### config.mk
export PLATFORM = sky130hd
export DESIGN_NAME = iob_pt_unpack
export DESIGN_NICKNAME = d
export VERILOG_FILES = /design/src/rtl/iob_pt_unpack_pkg.sv /design/src/rtl/iob_pt_unpack_cls.sv /design/src/rtl/iob_pt_unpack.sv
export SDC_FILE = /design/constraint.sdc
export NUM_CORES = 1
export LEC_CHECK = 0
export BUFFER_PORTS_ARGS = -buffer_cell sky130_fd_sc_hd__buf_2
export CAP_MARGIN = 20
export CORE_AREA = 2 2 135 137
export DETAILED_ROUTE_END_ITERATION = 10
export DIE_AREA = 0 0 137 139
export GPL_TIMING_DRIVEN = 1
export PLACE_DENSITY_LB_ADDON = 0.25
export SYNTH_ARGS = -nofsm -noshare
export SYNTH_HDL_FRONTEND = slang
export SYNTH_SLANG_ARGS = --single-unit
### constraint.sdc
create_clock -name clk_i -period 3.85 [get_ports clk_i]
set_input_delay 0.385 -clock clk_i [delete_from_list [all_inputs] [get_ports clk_i]]
set_output_delay 0.385 -clock clk_i [all_outputs]
set_load 0.1 [all_outputs]
### src/rtl/iob_pt_unpack_pkg.sv
// Shared posit field geometry and special-pattern helpers for the posit
// unpack/pack blocks; width helpers are constant functions usable in parameters.
package iob_pt_unpack_pkg;

    // Fraction field width once sign, one regime bit and terminator are removed.
    function automatic int pt_frac_w(input int data_w);
        return data_w - 3;
    endfunction

    // Signed scale width: regime magnitude, exponent bits and a sign bit.
    function automatic int pt_scale_w(input int data_w, input int es);
        return $clog2(data_w - 1) + es + 2;
    endfunction

    // Width of a leading-sign run count that must hold values up to data_w-1.
    function automatic int pt_cnt_w(input int data_w);
        return $clog2(data_w);
    endfunction

    // Not-a-Real pattern: MSB set, all other bits clear (widths up to 64).
    function automatic logic [63:0] pt_nar_pattern(input int data_w);
        return 64'd1 << (data_w - 1);
    endfunction

    function automatic logic [63:0] pt_zero_pattern(input int data_w);
        return 64'd0 & ((64'd1 << (data_w - 1)) - 64'd1);
    endfunction

endpackage

### src/rtl/iob_pt_unpack_cls.sv
// Leading-sign run counter: length of the run of bits equal to the top bit
// of a posit body (the word with its sign bit removed), range 1..W-1.
module iob_cls
    import iob_pt_unpack_pkg::*;
#(
    parameter int W = 32,
    localparam int CNT_W = pt_cnt_w(W)
) (
    input  logic [W-2:0]     data_i,
    output logic [CNT_W-1:0] cnt_o
);

    logic found;

    // First bit differing from the leading bit ends the run; none means the
    // run fills the entire body.
    always_comb begin
        cnt_o = CNT_W'(W - 1);
        found = 1'b0;
        for (int i = W - 3; i >= 0; i--) begin
            if (!found && (data_i[i] != data_i[W-2])) begin
                cnt_o = CNT_W'(W - 2 - i);
                found = 1'b1;
            end
        end
    end

endmodule

### src/rtl/iob_pt_unpack.sv
// Two-stage posit decoder: stage 1 takes the absolute value and counts the
// regime run, stage 2 shifts out the regime and splits exponent/fraction.
module iob_pt_unpack
    import iob_pt_unpack_pkg::*;
#(
    parameter int DATA_W = 32,
    parameter int ES     = 2,
    localparam int FRAC_W  = pt_frac_w(DATA_W),
    localparam int SCALE_W = pt_scale_w(DATA_W, ES)
) (
    input  logic               clk_i,
    input  logic               arst_i,
    input  logic               valid_i,
    output logic               ready_o,
    input  logic [DATA_W-1:0]  data_i,
    output logic               valid_o,
    input  logic               ready_i,
    output logic               sign_o,
    output logic [SCALE_W-1:0] scale_o,
    output logic [FRAC_W-1:0]  frac_o,
    output logic               zero_o,
    output logic               nar_o
);

    localparam int BODY_W = DATA_W - 1;
    localparam int CNT_W  = pt_cnt_w(DATA_W);
    localparam logic [DATA_W-1:0] NAR_PAT  = DATA_W'(pt_nar_pattern(DATA_W));
    localparam logic [DATA_W-1:0] ZERO_PAT = DATA_W'(pt_zero_pattern(DATA_W));

    // Handshake: a word moves across a boundary on any cycle where its valid
    // and ready are both high; a stage may load whenever it is empty or its
    // content leaves in the same cycle, so bubbles are squeezed out on stalls.

    logic               v1_q, v1_d;
    logic               sign1_q, sign1_d;
    logic [BODY_W-1:0]  body1_q, body1_d;
    logic               zero1_q, zero1_d;
    logic               nar1_q, nar1_d;
    logic [CNT_W-1:0]   run1_q, run1_d;

    logic               v2_q, v2_d;
    logic               sign2_q, sign2_d;
    logic [SCALE_W-1:0] scale2_q, scale2_d;
    logic [FRAC_W-1:0]  frac2_q, frac2_d;
    logic               zero2_q, zero2_d;
    logic               nar2_q, nar2_d;

    logic               ready_c;
    logic               adv2_c;
    logic [BODY_W-1:0]  abs_c;
    logic [CNT_W-1:0]   run_c;

    logic               first_c;
    logic [CNT_W:0]     shamt_c;
    logic [BODY_W-1:0]  shifted_c;
    logic [BODY_W-1:0]  rem_c;
    logic [SCALE_W-1:0] exp_c;
    logic [SCALE_W-1:0] regime_c;
    logic [SCALE_W-1:0] scale_c;
    logic [FRAC_W-1:0]  frac_c;

    // Only the body below the sign bit matters; its negation equals the low
    // bits of the full two's complement.
    assign abs_c = data_i[DATA_W-1] ? -data_i[BODY_W-1:0] : data_i[BODY_W-1:0];

    iob_cls #(
        .W (DATA_W)
    ) u_cls (
        .data_i (abs_c),
        .cnt_o  (run_c)
    );

    // Stage 2 datapath: one barrel shift drops regime run plus terminator.
    always_comb begin
        first_c   = body1_q[BODY_W-1];
        shamt_c   = (CNT_W + 1)'(run1_q) + (CNT_W + 1)'(1);
        shifted_c = body1_q << shamt_c;
        rem_c     = shifted_c << ES;
        exp_c     = SCALE_W'(shifted_c >> (BODY_W - ES));
        regime_c  = first_c ? (SCALE_W'(run1_q) - SCALE_W'(1))
                            : (SCALE_W'(0) - SCALE_W'(run1_q));
        scale_c   = (regime_c << ES) + exp_c;
        frac_c    = FRAC_W'(rem_c >> 2);
    end

    always_comb begin
        ready_c  = !v1_q || !v2_q || ready_i;
        adv2_c   = !v2_q || ready_i;

        v1_d     = v1_q;
        sign1_d  = sign1_q;
        body1_d  = body1_q;
        zero1_d  = zero1_q;
        nar1_d   = nar1_q;
        run1_d   = run1_q;

        v2_d     = v2_q;
        sign2_d  = sign2_q;
        scale2_d = scale2_q;
        frac2_d  = frac2_q;
        zero2_d  = zero2_q;
        nar2_d   = nar2_q;

        if (ready_c) begin
            v1_d = valid_i;
            if (valid_i) begin
                sign1_d = data_i[DATA_W-1];
                body1_d = abs_c;
                zero1_d = (data_i == ZERO_PAT);
                nar1_d  = (data_i == NAR_PAT);
                run1_d  = run_c;
            end
        end

        if (adv2_c) begin
            v2_d = v1_q;
            if (v1_q) begin
                if (zero1_q) begin
                    sign2_d  = 1'b0;
                    scale2_d = '0;
                    frac2_d  = '0;
                    zero2_d  = 1'b1;
                    nar2_d   = 1'b0;
                end else if (nar1_q) begin
                    sign2_d  = 1'b1;
                    scale2_d = '0;
                    frac2_d  = '0;
                    zero2_d  = 1'b0;
                    nar2_d   = 1'b1;
                end else begin
                    sign2_d  = sign1_q;
                    scale2_d = scale_c;
                    frac2_d  = frac_c;
                    zero2_d  = 1'b0;
                    nar2_d   = 1'b0;
                end
            end
        end
    end

    always_ff @(posedge clk_i or posedge arst_i) begin
        if (arst_i) begin
            v1_q     <= 1'b0;
            sign1_q  <= 1'b0;
            body1_q  <= '0;
            zero1_q  <= 1'b0;
            nar1_q   <= 1'b0;
            run1_q   <= '0;
            v2_q     <= 1'b0;
            sign2_q  <= 1'b0;
            scale2_q <= '0;
            frac2_q  <= '0;
            zero2_q  <= 1'b0;
            nar2_q   <= 1'b0;
        end else begin
            v1_q     <= v1_d;
            sign1_q  <= sign1_d;
            body1_q  <= body1_d;
            zero1_q  <= zero1_d;
            nar1_q   <= nar1_d;
            run1_q   <= run1_d;
            v2_q     <= v2_d;
            sign2_q  <= sign2_d;
            scale2_q <= scale2_d;
            frac2_q  <= frac2_d;
            zero2_q  <= zero2_d;
            nar2_q   <= nar2_d;
        end
    end

    assign ready_o = ready_c;
    assign valid_o = v2_q;
    assign sign_o  = sign2_q;
    assign scale_o = scale2_q;
    assign frac_o  = frac2_q;
    assign zero_o  = zero2_q;
    assign nar_o   = nar2_q;

endmodule

==> results.cfg <==
[run_status]
status = completed

[setup_path]
crit_path_start = data_i[13]
worstSetupPathType = in -> reg
endpoint_kind = flop
crit-reg2reg-launch = run1_q[1]$_DFFE_PP0P_
critPathArrivalTime_ns = 3.71
cp_max_fo = 13
required_ns = 4.09
cp-start-kind = primary input

[pwr]
pwr-share-comb_pct = 59.4
p_int_mw = 2.414
peakVddDrop_mv = 0.7217
p_sw_mw = 2.780
p_seq_share_pct = 24.1
p_leak_nw = 3.162
total_power_mw = 5.194
switching_share_pct = 53.53
p_per_area_nw_per_um2 = 711.0
clock_power_share_pct = 16.5

[timing]
slew_headroom_pct = 38.13
finalSetupViolCount = 0
timing.fmax_mhz = 288.0
final.period_utilization_pct = 90.18
skew_ns = 0.008837
min_period_ns = 3.472
rsz0062_at_grt = false
fin_ws_ns = 0.3779
finalHoldViolations = 0
slew_viol_final = 0
worst_pin_slew_ns = 0.9218

[final_layout]
fill_cells = 1815
final_common_cell = nand2_1
area_growth_pct = 20.49
n_antenna_cell = 0
final_core_utilization_pct = 41.38
drive_above_1_share_pct = 25.19
final_cell_mix = nand2_1 (118), dfrtp_1 (81), buf_2 (78), o21ai_0 (65), buf_4 (57)
instances_no_fill = 1027
fin_nets = 832
fin_area_sq_um = 7306

[grt]
antenna_found_initial = 0
grt_pass1_vias = 5035
grt_overflow = 0
grt_max_degree = 68
grt_first_pass_wirelength_microns = 26540
track_usage_pct = 17.29

[floorplan]
start_util_pct = 34.34
die-area_sq_um = 19040
die_w_microns = 137
rows = 49
die_h_microns = 139
core_sq_um = 17660
ios = 79

[detailed_routing]
drcViolationCount = 0
drtIter0Drc = 404
totalWireLength_microns = 16180
vias_per_cell = 5.318
ant_nets = 0
wl_per_cell_microns = 15.75
via_count = 5462
dr.pass1.iters = 5

[synth]
synth_simple_gate_area_share_pct = 21.32
synthAdderAreaFrac_pct = 0.6191
yosysTopAreaCell = dfrtp_1
yosys-mux-area-fraction_pct = 10.63
synth_edf_count = 0
synth-xor-area-share_pct = 7.202
ys_types = 67
synth_cells = 696
ys_warn_count = 0
synth_top_family_by_area = compound AO/OA/AOI/OAI gates
synth-compound-area-share_pct = 22.37
synth_area_leaders = dfrtp_1 (33%), nand2_1 (7.4%), o21ai_0 (5.4%)
synth_top_flop_cell = dfrtp_1
seq_area_frac_synth_pct = 33.43
syn-cell-area_sq_um = 6063
synth-seq-cells = 81
synth_area_per_cell_sq_um = 8.712
synth.net_count = 735
synth_top_cell_area_share_pct = 33.43
async_reset_ff_share_pct = 100.0

[cts]
clock_path_buffers = 2
clkTransAtPathRegs_ns = 0.06
htreeDepth = 3
cts_setup_buffers = 0
cts_tree = done
cts_buffers = 9
cts_resized = 0
cts_sinks = 81
postCtsHoldBufs = 0
cts_root_buffer = clkbuf_16
clock_latency_ns = 0.34

[placement]
placed_cells = 1009
pre_cts_slack_ns = -0.007831
portBuffers = 78
gp_congestion = 0.8394
placed_area_sq_um = 6968
dp_hpwl_microns = 12650

[min_path]
hold_class = in -> async

[flow_run]
max_cap_violations = 0
## worst max-delay path: stages
cell	delay (ns)
buf_2	0.11
or4_4	0.53
or4_4	0.53
buf_12	0.17
o31ai_2	0.29
xor2_1	0.30
nor4_1	0.09
buf_4	0.15
mux2i_4	0.29
buf_4	0.18
nor3_1	0.04
o22ai_1	0.24
nand4_1	0.12
o32ai_1	0.28
## synth_stat cells (3+ instances only)
| master | count |
|---|---|
| nor2_1 | 34 |
| nand2_1 | 119 |
| nand4_1 | 7 |
| clkbuf_1 | 39 |
| a211oi_1 | 13 |
| or4_1 | 7 |
| xor2_1 | 30 |
| a32o_1 | 3 |
| o41ai_1 | 9 |
| xnor2_1 | 18 |
| o22ai_1 | 8 |
| nor3b_1 | 10 |
| a311oi_1 | 4 |
| a21o_1 | 6 |
| inv_1 | 8 |
| ha_1 | 3 |
| a22o_1 | 10 |
| nand2b_1 | 5 |
| nand3_1 | 16 |
| dfrtp_1 | 81 |
| a221o_1 | 8 |
| nor2b_1 | 4 |
| nor4_1 | 8 |
| o31ai_1 | 11 |
| or3_1 | 9 |
| o21ai_0 | 65 |
| nor3_1 | 18 |
| or2_2 | 5 |
| and2_1 | 3 |
| buf_1 | 5 |
| a21oi_1 | 21 |
| mux4_2 | 12 |
| buf_6 | 5 |
| a31oi_1 | 7 |
| and3_1 | 5 |
| nand3b_1 | 4 |
| mux2i_1 | 25 |
| mux2_2 | 9 |
| o32ai_1 | 3 |
## layout make-up
cell class	count	area [sq um]	share of cell area [%]
clock buffers	11	242.7	3.322
inverters	8	31.28	0.4282
multi-input cells	555	3785	51.81
repair buffers	138	878.3	12.02
flip-flops and latches	81	2027	27.74
well taps	229	286.5	3.922
clock inverters	5	55.05	0.7536
## registers in the layout (all words and copies together) (netlist names)
name and count:
run1_q 5, body1_q 31, frac_o 29, zero1_q 1, zero_o 1, valid_o 1
nar_o 1, scale_o 8, v1_q 1, sign_o 1, sign1_q 1, nar1_q 1
## cell families after synthesis
group,after synthesis
flops,81
simple gates,263
buf+inv,60
fa+ha+maj,3
mux,47
xor+xnor,49
compound gates,193
## path summary, 6_finish.rpt
check	endpoint	slack [ns]	cells after the start
setup / recovery	run1_q[1]$_DFFE_PP0P_	0.38	14
hold / removal	scale_o[7]$_DFFE_PP0P_	0.06	2
setup reg to reg	frac_o[26]$_DFFE_PP0P_	0.96	11
hold reg to reg	frac_o[6]$_DFFE_PP0P_	0.47	2
max in group asynchronous	body1_q[8]$_DFFE_PP0P_	3.12	3
min in group clk_i	v1_q$_DFFE_PP0N_	0.28	2
## power groups by stage
| stage | clock, mW | sequential (mW) | combinational (mW) |
|---|---|---|---|
| final | 0.859 | 1.25 | 3.08 |
| after global routing | 0.916 | 1.29 | 3.29 |
| after CTS | 0.875 | 1.26 | 3.09 |
| after detailed placement | 0 | 1.27 | 3.08 |
| after global placement | 0 | 1.26 | 3.07 |
| after floorplan | 0 | 2.46 | 1.25 |
## per-stage QoR
| step | TNS, ns | hold slack [ns] |
|---|---|---|
| after global placement | 0 | 0.4628 |
| after CTS | 0 | 0.2690 |
| after global routing | 0 | 0.1054 |
| final | 0 | 0.06071 |
| after floorplan | 0 | 0.4475 |
| after detailed placement | -0.007831 | 0.4657 |
## per-layer routing
| layer | vias up | track usage (%) | part of all wire [%] |
|---|---|---|---|
| met1 | 2532 | 26.05 | 51 |
| met5 | - | 0 | 0 |
| li1 | 2793 | - | - |
| met3 | 16 | 2.010 | 3.5 |
| met4 | 0 | 4.992 | 1.6 |
| met2 | 121 | 25.87 | 44 |
Power figures use the tool's default switching activity.
